**src/rtl/serial_cmp_pkg_amisha.sv**
```systemverilog
// Shared types for the bit-serial comparator: FSM state encoding.
package serial_cmp_pkg_amisha;

  typedef enum logic [1:0] {
    S_IDLE  = 2'd0,
    S_SHIFT = 2'd1,
    S_DONE  = 2'd2
  } state_t;

endpackage

```
**src/rtl/eq1_cell_amisha.sv**
```systemverilog
// Gate-level 1-bit equality cell: e = x XNOR y built from not/and/or.
module eq1_cell_amisha (
  input  wire x,
  input  wire y,
  output wire e
);

  wire nx;
  wire ny;
  wire both1;
  wire both0;

  not u_nx (nx, x);
  not u_ny (ny, y);
  and u_both1 (both1, x, y);
  and u_both0 (both0, nx, ny);
  or  u_eq (e, both1, both0);

endmodule

```
**src/rtl/serial_cmp_amisha.sv**
```systemverilog
// Bit-serial MSB-first unsigned comparator with early exit on the first differing bit.
//   state   | meaning
//   S_IDLE  | ready for a new operand pair, results held
//   S_SHIFT | one bit compare per clock on the shift-register MSBs
//   S_DONE  | one-cycle done pulse, results valid
module serial_cmp_amisha
  import serial_cmp_pkg_amisha::*;
#(
  parameter int WIDTH = 8,
  parameter int CNT_W = $clog2(WIDTH + 1)
) (
  input  logic             clk_amisha,
  input  logic             rst_n_amisha,
  input  logic             start_amisha,
  input  logic [WIDTH-1:0] a_amisha,
  input  logic [WIDTH-1:0] b_amisha,
  output logic             ready_amisha,
  output logic             done_amisha,
  output logic             eq_amisha,
  output logic             gt_amisha,
  output logic             lt_amisha,
  output logic [CNT_W-1:0] cycles_amisha
);

  state_t           state_q, state_d;
  logic [WIDTH-1:0] sa_q, sa_d;
  logic [WIDTH-1:0] sb_q, sb_d;
  logic [CNT_W-1:0] cnt_q, cnt_d;
  logic             eq_d, gt_d, lt_d;
  logic [CNT_W-1:0] cycles_d;
  wire              bit_eq;

  eq1_cell_amisha u_eq1 (
    .x (sa_q[WIDTH-1]),
    .y (sb_q[WIDTH-1]),
    .e (bit_eq)
  );

  always_ff @(posedge clk_amisha or negedge rst_n_amisha) begin
    if (!rst_n_amisha) begin
      state_q       <= S_IDLE;
      sa_q          <= '0;
      sb_q          <= '0;
      cnt_q         <= '0;
      eq_amisha     <= 1'b0;
      gt_amisha     <= 1'b0;
      lt_amisha     <= 1'b0;
      cycles_amisha <= '0;
    end else begin
      state_q       <= state_d;
      sa_q          <= sa_d;
      sb_q          <= sb_d;
      cnt_q         <= cnt_d;
      eq_amisha     <= eq_d;
      gt_amisha     <= gt_d;
      lt_amisha     <= lt_d;
      cycles_amisha <= cycles_d;
    end
  end

  always_comb begin
    state_d      = state_q;
    sa_d         = sa_q;
    sb_d         = sb_q;
    cnt_d        = cnt_q;
    eq_d         = eq_amisha;
    gt_d         = gt_amisha;
    lt_d         = lt_amisha;
    cycles_d     = cycles_amisha;
    ready_amisha = 1'b0;
    done_amisha  = 1'b0;
    case (state_q)
      S_IDLE: begin
        ready_amisha = 1'b1;
        if (start_amisha) begin
          sa_d    = a_amisha;
          sb_d    = b_amisha;
          cnt_d   = '0;
          state_d = S_SHIFT;
        end
      end
      S_SHIFT: begin
        cnt_d = cnt_q + CNT_W'(1);
        if (!bit_eq) begin
          // first differing bit decides: A has the 1 means A is larger
          eq_d     = 1'b0;
          gt_d     = sa_q[WIDTH-1];
          lt_d     = ~sa_q[WIDTH-1];
          cycles_d = cnt_q + CNT_W'(1);
          state_d  = S_DONE;
        end else if (cnt_q == CNT_W'(WIDTH - 1)) begin
          eq_d     = 1'b1;
          gt_d     = 1'b0;
          lt_d     = 1'b0;
          cycles_d = CNT_W'(WIDTH);
          state_d  = S_DONE;
        end else begin
          sa_d = sa_q << 1;
          sb_d = sb_q << 1;
        end
      end
      S_DONE: begin
        done_amisha = 1'b1;
        state_d     = S_IDLE;
      end
      default: state_d = S_IDLE;
    endcase
  end

endmodule

```
**config.mk**
```make
export PLATFORM = sky130hd
export DESIGN_NAME = serial_cmp_amisha
export DESIGN_NICKNAME = d
export VERILOG_FILES = /design/src/rtl/serial_cmp_pkg_amisha.sv /design/src/rtl/eq1_cell_amisha.sv /design/src/rtl/serial_cmp_amisha.sv
export SDC_FILE = /design/constraint.sdc
export NUM_CORES = 1
export LEC_CHECK = 0
export CAP_MARGIN = 25
export CORE_AREA = 3 3 61 63
export CTS_CLUSTER_SIZE = 25
export DETAILED_ROUTE_END_ITERATION = 7
export DIE_AREA = 0 0 64 66
export MAX_ROUTING_LAYER = met4
export PLACE_DENSITY = 0.72
export SYNTH_ARGS = -nofsm -noshare
export SYNTH_HDL_FRONTEND = slang
export SYNTH_SLANG_ARGS = --single-unit
```
**constraint.sdc**
```tcl
create_clock -name clk_amisha -period 2 [get_ports clk_amisha]
set_clock_uncertainty 0.05 [all_clocks]
set_input_delay 0.2 -clock clk_amisha [delete_from_list [all_inputs] [get_ports clk_amisha]]
set_output_delay 0.2 -clock clk_amisha [all_outputs]
set_load 0.01 [all_outputs]
```
==> run_results.csv, run 1 <==
group,metric,value,unit
run_status,status,"completed",
drt,drtIter0Drc,92,
floorplanning,ioPinCount,28,
finish,multiInputGateArea,608,sq um
pwr,total_power,2960,uW
timing,slew_viol_final,0,
global_routing,grt_max_degree,30,
timing,period_share,0.889,
finish,postLayoutCoreUtil,0.556,
finish,antenna_cells,0,
drt,drt.antenna.violating_nets,0,
setup_path,path_class,"flip-flop to flip-flop",
synth,synth_xor_area_frac,0.00619,
hold_path,hold_class,"input pin to async pin",
clocking,cts_sinks,29,
global_routing,gr-total-overflow,0,
floorplanning,rows,21,
clocking,cts_max_path_buffers,2,
timing,whs,0.181,ns
pwr,p_int,2020,uW
drt,vias,932,
finish,layout.nets,163,
synth,synth_top_family_by_area,"multiplexers",
finish,final_cell_area,1830,sq um
finish,register_area,726,sq um
clocking,cts_buffers,5,
place,dpl.hpwl,1810,um
pwr,p_switching,940,uW
setup_path,cp_num_buf_inv,1,
run,cap_violations,0,
synth,syn_area,1410,sq um
setup_path,path_max_fanout,17,
synth,synth-simple-area-share,0.0593,
synth,syn_avg_cell_area,13.3,sq um
timing,rsz0062_at_grt,"false",
global_routing,grtUsageTotal,0.147,
finish,layout-drive-gt1-share,0.303,
synth,synth-seq-cells,29,
setup_path,crit_path_start,"cnt_q[0]$_DFFE_PN0P_",
timing,maxSlewHeadroom,0.760,
pwr,p_sw_frac,0.318,
drt,vias_per_cell,4.96,
timing,period_needed,1.78,ns
drt,post_drt_wl_per_cell,13.3,um
timing,tightest_slew,0.360,ns
timing,hold_viol,0,
timing,tns,0,ns
place,routabilityCongestion,0.836,
floorplanning,core-area,3280,sq um
synth,ys_types,31,
synth,synthMuxAreaShare,0.257,
pwr,power.leakage,0.000801,uW
setup_path,cp_slowest_cell,"dfrtp_1",
pwr,combPwrFrac,0.483,
clocking,cts-resized-gates,0,
setup_path,endpoint_kind,"flip-flop",
setup_path,cp_top_family,"flip-flops",
place,portBuffers,27,
setup_path,crit_arrival,1.93,ns
global_routing,first_global_vias,942,
timing,final-setup-viol-count,0,
clocking,clkTransAtPathRegs,0.10,ns
place,placedInstanceArea,1740,sq um
drt,dr.pass1.iters,4,
synth,synth_top_cell_area_share,0.513,
pwr,ir_drop,0.812,mV
setup_path,cp.required,2.16,ns
synth,synth-compound-area-share,0.0814,
setup_path,crit_chain,"ha_1, nand3b_1, a31o_1, buf_12, mux2_2",
global_routing,antenna_found_initial,0,
floorplanning,chipWidth,64,um
synth,syn-num-nets,128,
clocking,htreeDepth,2,
synth,yosysWarnings,0,
pwr,power.density,1620,nW/um^2
pwr,seqPwrFrac,0.349,
finish,fillCellCount,279,
floorplanning,die_h,66,um
drt,drt-total-wl,2500,um
synth,yosys.area.top_type,"dfrtp_1",
clocking,cts_setup_buffers,0,
finish,syn_to_final_growth,29.2,%
floorplanning,initial_utilization,0.430,
global_routing,grt_pass1_wl,4480,um
setup_path,cp-start-kind,"flip-flop",
synth,synthCells,106,
clocking,cts_tree,"built",
floorplanning,dieArea,4220,sq um
synth,synth.area.top_cells,"dfrtp_1 (51%), mux2_2 (18%), mux2_4 (5.3%), mux2i_1 (2.8%), ha_1 (2.7%)",
clocking,cts-root-buf,"clkbuf_4",
setup_path,cpPeakStageDelay,0.43,ns
clocking,postCtsHoldBufs,0,
timing,fmax,563,MHz
setup_path,r2r_start,"cnt_q[0]$_DFFE_PN0P_",
drt,route.detailed.drc,0,
pwr,pwr-share-clk,0.168,
synth,yosysSeqAreaShare,0.513,
clocking,insertion_delay,0.33,ns
synth,synth_fa_ha_area_frac,0.0265,
## logic make-up after synthesis
logic type,after synthesis
flops,29
fa+ha+maj,3
buf+inv,11
xor+xnor,1
mux,31
simple gates,16
compound gates,15
## worst reg2reg max path, delay by kind of cell (launching register included)
kind | cells | cell delay [ns]
adder cells (fa/ha/maj) | 1 | 0.27
AO/OA/AOI/OAI | 1 | 0.22
flip-flops | 1 | 0.43
AND/OR/NAND/NOR | 1 | 0.18
buffers and inverters | 1 | 0.17
multiplexers | 1 | 0.35
## metal layers
layer | vias up | wire length [um] | track usage
li1 | 449 | - | -
met1 | 452 | 1060 | 0.169
met2 | 24 | 1230 | 0.225
met3 | 7 | 161 | 0.0595
met4 | 0 | 48 | 0.0647
met5 | - | 0 | -
## worst paths after layout
| path | end | slack, ns | depth (start not counted) |
|---|---|---|---|
| max | sb_q[5]$_DFFE_PN0P_ | 0.22 | 5 |
| min | cnt_q[2]$_DFFE_PN0P_ | 0.18 | 2 |
| max reg2reg | sb_q[5]$_DFFE_PN0P_ | 0.22 | 5 |
| min reg2reg | sa_q[1]$_DFFE_PN0P_ | 0.46 | 1 |
| max in group asynchronous | sa_q[3]$_DFFE_PN0P_ | 1.43 | 2 |
| min in group clk_amisha | sb_q[0]$_DFFE_PN0P_ | 0.40 | 3 |
## cells in the mapped netlist (all sizes together)
cell type,n
nor2,4
nor2b,1
o2bb2ai,1
a31o,1
a31oi,1
xor2,1
and2b,1
o32ai,1
ha,3
mux2,27
nor3b,1
mux2i,4
nand3,3
nand2,3
buf,4
inv,6
nand3b,1
o21bai,1
o22a,2
o21ai,3
a22o,2
a21oi,1
nor3,1
a2bb2oi,1
dfrtp,29
o22ai,1
clkbuf,1
or2b,1
## registers in the layout, indices dropped and copies added (netlist names)
register / cells
sa_q: 8
sb_q: 8
cnt_q: 4
cycles_amisha: 4
state_q: 2
eq_amisha: 1
gt_amisha: 1
lt_amisha: 1
## cell usage in the layout (no fill, tap or decap), types with 2 or more instances in the layout
cell type        count
buf_4                5
dfrtp_1             29
nand2_1              3
mux2i_1              4
nand3_1              3
mux2_4               5
o22a_1               2
ha_1                 3
mux2_2              22
clkbuf_4             5
o21ai_0              3
nor2_1               4
inv_1                6
clkdlybuf4s50_1     27
## through the flow
step,std cells,setup WS [ns]
2_1_floorplan,106,0.317
3_3_place_gp,180,0.212
3_5_place_dp,180,0.185
4_1_cts,188,0.198
5_1_grt,188,0.0899
6_report,188,0.222
## power groups by stage
| stage | clock, uW | sequential, uW | combinational, uW |
|---|---|---|---|
| 6_report | 497 | 1030 | 1430 |
| 2_1_floorplan | 0 | 1030 | 1090 |
| 3_3_place_gp | 0 | 1030 | 1410 |
| 4_1_cts | 509 | 1030 | 1460 |
| 3_5_place_dp | 0 | 1040 | 1450 |
| 5_1_grt | 531 | 1080 | 1590 |
## layout make-up
cell class | instances | area share
repair buffers | 33 | 0.179
inverters | 6 | 0.0123
well taps | 46 | 0.0315
multi-input cells | 66 | 0.333
clock buffers | 7 | 0.0301
flip-flops and latches | 29 | 0.397
clock inverters | 1 | 0.0164
Note: power is estimated with default switching activity, not from simulation.
==> run 2: changes to the inputs <==
- SETUP_SLACK_MARGIN: not set -> 0.2
==> run 2 against run 1 <==
Net effect: total power is 3.6% higher; global-route usage is 0.075 points higher; hold slack worse by 0.00068 ns; sequential share of layout area is 0.97 points lower; via count is 1.9% higher; final cell count is 1.6% higher; critical path type unchanged; critical endpoint is now sa_q[2]$_DFFE_PN0P_.
==> run_results.csv, run 2 (same netlist as run 1, synthesis figures left out) <==
group,metric,value,unit
floorplanning,rows,21,
finish,syn_to_final_growth,32.7,%
timing,rsz0062_at_grt,"false",
floorplanning,dieArea,4220,sq um
setup_path,cp_num_buf_inv,1,
timing,fmax,576,MHz
drt,drt.antenna.violating_nets,0,
finish,reg_top3,"sa_q (8), sb_q (8)",
setup_path,reg2reg_to,"sa_q[2]$_DFFE_PN0P_",
global_routing,first_global_vias,940,
drt,vias,950,
setup_path,cp_slowest_cell,"dfrtp_1",
setup_path,r2r_start,"cnt_q[0]$_DFFE_PN0P_",
drt,dr.pass1.iters,4,
drt,drtIter0Drc,75,
floorplanning,core-area,3280,sq um
global_routing,antenna_found_initial,0,
setup_path,cp-start-kind,"flip-flop",
setup_path,path_class,"flip-flop to flip-flop",
place,pre_cts_slack,0.185,ns
setup_path,path_max_fanout,17,
pwr,power.leakage,0.000813,uW
finish,antenna_cells,0,
clocking,postCtsHoldBufs,0,
drt,route.detailed.drc,0,
timing,whs,0.180,ns
pwr,total_power,3070,uW
clocking,cts_buffers,5,
timing,slew_viol_final,0,
finish,layout-drive-gt1-share,0.338,
global_routing,grt_pass1_wl,4490,um
setup_path,crit_arrival,1.89,ns
setup_path,r2r_setup_slack,0.26,ns
pwr,ir_drop,0.816,mV
drt,drt-total-wl,2600,um
pwr,power.density,1630,nW/um^2
timing,period_share,0.868,
clocking,cts_tree,"built",
floorplanning,initial_utilization,0.430,
clocking,cts-root-buf,"clkbuf_4",
hold_path,hold_class,"input pin to async pin",
clocking,htreeDepth,2,
clocking,insertion_delay,0.33,ns
timing,period_needed,1.74,ns
global_routing,gr-total-overflow,0,
timing,worst_slack,0.265,ns
drt,vias_per_cell,4.97,
finish,layout.nets,166,
floorplanning,die_h,66,um
setup_path,cpPeakStageDelay,0.47,ns
run_status,status,"completed",
place,portBuffers,27,
global_routing,grt_max_degree,30,
setup_path,cp.required,2.16,ns
setup_path,crit_path_end,"sa_q[2]$_DFFE_PN0P_",
place,dpl.hpwl,1810,um
floorplanning,chipWidth,64,um
timing,hold_viol,0,
global_routing,grtUsageTotal,0.147,
drt,post_drt_wl_per_cell,13.6,um
clocking,clkTransAtPathRegs,0.10,ns
finish,final_common_cell,"dfrtp_1",
setup_path,cp.depth,5,
setup_path,crit_path_start,"cnt_q[0]$_DFFE_PN0P_",
place,routabilityCongestion,0.836,
clocking,cts_sinks,29,
setup_path,ff2ff_path_depth,5,
timing,final-setup-viol-count,0,
clocking,cts_max_path_buffers,2,
timing,tightest_slew,0.357,ns
floorplanning,ioPinCount,28,
run,cap_violations,0,
setup_path,endpoint_kind,"flip-flop",
timing,tns,0,ns
setup_path,crit_chain,"ha_4, nand3b_1, a31o_1, buf_12, mux2_4",
setup_path,cp_top_family,"flip-flops",
timing,maxSlewHeadroom,0.762,
finish,final_cell_mix,"dfrtp_1 (28), clkdlybuf4s50_1 (27), mux2_2 (22)",
## run 2: power by group
part | leakage, uW | switching [uW] | internal, uW | total (uW)
sequential | 0.000358 | 181 | 863 | 1040
clock | 0.0000455 | 200 | 298 | 498
combinational | 0.000409 | 598 | 924 | 1520
## run 2: timing repair
| item | CTS | global route |
|---|---|---|
| resized for setup | 1 | 4 |
| buffers inserted | 0 | 3 |
| endpoints found under the setup margin | 1 | 15 |
## run 2: area by class of cell
cell class / count / area, sq um
clock buffers: 7 / 55.1
clock inverters: 1 / 30.0
fillers: 272 / 1410
inverters: 6 / 22.5
multi-input cells: 66 / 633
flip-flops and latches: 29 / 727
well taps: 46 / 57.6
repair buffers: 36 / 350
## run 2: per-stage QoR
stage	util	area [sq um]	instances
CTS	0.557	1830	188
global route	0.571	1880	191
global placement	0.530	1740	180
finish	0.571	1880	191
detailed placement	0.530	1740	180
floorplan	-	1410	106
## run 2: worst min-delay path by stage
stage | start | end | depth (start not counted)
after detailed placement | sa_q[3]$_DFFE_PN0P_ | sa_q[3]$_DFFE_PN0P_ | 1
final | rst_n_amisha | cnt_q[2]$_DFFE_PN0P_ | 2
after global placement | eq_amisha$_DFFE_PN0P_ | eq_amisha$_DFFE_PN0P_ | 1
after floorplan | rst_n_amisha | cnt_q[0]$_DFFE_PN0P_ | 0
after global routing | rst_n_amisha | state_q[1]$_DFFE_PN0P_ | 2
after CTS | rst_n_amisha | cycles_amisha[2]$_DFFE_PN0P_ | 2
## run 2: worst reg2reg max path: cells and delay by family (launching register included)
family          cells  cell delay [ns]
flops               1             0.47
mux                 1             0.30
compound gates      1             0.29
fa+ha+maj           1             0.19
simple gates        1             0.16
buf+inv             1             0.16
## run 2: per-layer routing
metal,routed length (um),GRT usage
met3,159,0.0595
met1,1160,0.170
met4,48,0.0647
met2,1240,0.226
met5,0,-
==> run 3: changes to the inputs <==
- REMOVE_ABC_BUFFERS: not set -> 1
==> run 3 against run 2 <==
Net effect: combinational power fell by 5%; final cell count is 1.0% lower; via count shrank 2.6%; maximum frequency increased by 1.1%; register-to-register slack better by 0.02 ns; worst setup slack better by 0.018 ns; critical path type unchanged; critical endpoint is now sb_q[3]$_DFFE_PN0P_.
==> run_results.csv, run 3 (same netlist as run 1, synthesis figures left out) <==
group,metric,value,unit
drt,drt-total-wl,2530,um
timing,worst_slack,0.283,ns
pwr,ir_drop,0.756,mV
timing,slew_viol_final,0,
pwr,p_int,1940,uW
finish,layout-drive-gt1-share,0.336,
pwr,p_sw_frac,0.329,
global_routing,grtUsageTotal,0.139,
drt,vias,925,
setup_path,cpPeakStageDelay,0.44,ns
setup_path,cp-start-kind,"flip-flop",
global_routing,first_global_vias,948,
clocking,cts_buffers,5,
global_routing,grt_pass1_wl,4340,um
floorplanning,dieArea,4220,sq um
timing,maxSlewHeadroom,0.757,
setup_path,cp.required,2.17,ns
clocking,htreeDepth,2,
setup_path,r2r_setup_slack,0.28,ns
clocking,cts-root-buf,"clkbuf_4",
clocking,insertion_delay,0.32,ns
timing,fmax,582,MHz
timing,period_needed,1.72,ns
place,pre_cts_slack,0.213,ns
floorplanning,chipWidth,64,um
pwr,p_switching,948,uW
finish,syn_to_final_growth,29.3,%
pwr,power.leakage,0.000816,uW
timing,final-setup-viol-count,0,
drt,drtIter0Drc,52,
pwr,power.density,1580,nW/um^2
run,cap_violations,0,
run_status,status,"completed",
setup_path,crit_chain,"ha_1, nand3b_1, a31o_1, buf_12, mux2_2",
timing,period_share,0.859,
floorplanning,initial_utilization,0.430,
finish,antenna_cells,0,
hold_path,hold_class,"input pin to async pin",
floorplanning,core-area,3280,sq um
timing,tightest_slew,0.365,ns
finish,final_cell_mix,"dfrtp_1 (28), clkdlybuf4s50_1 (26), mux2_2 (22)",
drt,dr.pass1.iters,4,
setup_path,cp_top_family,"flip-flops",
global_routing,gr-total-overflow,0,
finish,final_common_cell,"dfrtp_1",
finish,reg_top3,"sa_q (8), sb_q (8)",
timing,hold_viol,0,
floorplanning,die_h,66,um
setup_path,cp_num_buf_inv,1,
timing,rsz0062_at_grt,"false",
clocking,cts_tree,"built",
setup_path,path_max_fanout,17,
timing,tns,0,ns
pwr,seqPwrFrac,0.358,
clocking,cts_max_path_buffers,2,
place,portBuffers,27,
global_routing,antenna_found_initial,0,
finish,layout.nets,164,
floorplanning,ioPinCount,28,
place,dpl.hpwl,1810,um
place,routabilityCongestion,0.844,
clocking,cts_sinks,29,
setup_path,crit_arrival,1.88,ns
drt,vias_per_cell,4.89,
floorplanning,rows,21,
setup_path,endpoint_kind,"flip-flop",
pwr,combPwrFrac,0.500,
drt,post_drt_wl_per_cell,13.4,um
global_routing,grt_max_degree,30,
clocking,postCtsHoldBufs,0,
setup_path,cp_slowest_cell,"dfrtp_1",
clocking,clkTransAtPathRegs,0.09,ns
pwr,pwr-share-clk,0.141,
drt,route.detailed.drc,0,
drt,drt.antenna.violating_nets,0,
setup_path,path_class,"flip-flop to flip-flop",
## run 3: cell count changes in the layout (fill, tap and decap cells not counted), sizes merged
cell,change
clkdlybuf4s50,-1
clkinv,+1
buf,-2
bufinv,-1
dlymetal6s2s,+1
## run 3: final timing paths
check / start / endpoint / cells after the start
setup / recovery: cnt_q[0]$_DFFE_PN0P_ / sb_q[3]$_DFFE_PN0P_ / 5
hold / removal: rst_n_amisha / eq_amisha$_DFFE_PN0P_ / 2
setup reg to reg: cnt_q[0]$_DFFE_PN0P_ / sb_q[3]$_DFFE_PN0P_ / 5
hold reg to reg: eq_amisha$_DFFE_PN0P_ / eq_amisha$_DFFE_PN0P_ / 1
max in group asynchronous: rst_n_amisha / state_q[0]$_DFFE_PN0P_ / 2
min in group clk_amisha: b_amisha[0] / sb_q[0]$_DFFE_PN0P_ / 3
## run 3: power groups by stage
stage	sequential, uW	combinational [uW]	clock (uW)
2_1_floorplan	1030	947	0
3_3_place_gp	1030	1410	0
3_5_place_dp	1040	1450	0
4_1_cts	1030	1460	423
5_1_grt	1080	1570	456
6_report	1030	1440	407
## run 3: per-layer routing
layer / part of all wire / wire (um) / GRT usage / vias to the layer above
met5: 0 / 0 / - / -
li1: - / - / - / 449
met4: 0.0099 / 25 / 0.0512 / 0
met3: 0.058 / 148 / 0.0561 / 4
met1: 0.46 / 1160 / 0.159 / 444
met2: 0.48 / 1200 / 0.218 / 28
## run 3: what timing repair did
item,in CTS,in global routing
setup buffers,0,1
gates resized for setup,0,4
endpoints found under the setup margin,0,13
## run 3: through the flow
step | total power (uW) | instance area [sq um] | hold slack (ns) | util | instances
2_1_floorplan | 1970 | 1360 | -0.146 | - | 101
3_3_place_gp | 2440 | 1740 | 0.422 | 0.530 | 180
3_5_place_dp | 2490 | 1740 | 0.428 | 0.530 | 180
4_1_cts | 2910 | 1810 | 0.208 | 0.552 | 188
5_1_grt | 3100 | 1830 | 0.221 | 0.557 | 189
6_report | 2880 | 1830 | 0.207 | 0.557 | 189
## run 3: final cells by class
| type | instances | area (sq um) |
|---|---|---|
| Sequential cell | 29 | 727 |
| Inverter | 6 | 22.5 |
| Tap cell | 46 | 57.6 |
| Clock inverter | 1 | 5.00 |
| Timing Repair Buffer | 34 | 338 |
| Clock buffer | 7 | 65.1 |
| Fill cell | 299 | 1460 |
| Multi-Input combinational cell | 66 | 613 |
## run 3: worst reg2reg max path: cells and delay by family (launching register included)
kind / cells / cell delay, ns
flip-flops: 1 / 0.44
multiplexers: 1 / 0.35
adder cells (fa/ha/maj): 1 / 0.27
AO/OA/AOI/OAI: 1 / 0.20
buffers and inverters: 1 / 0.17
AND/OR/NAND/NOR: 1 / 0.13
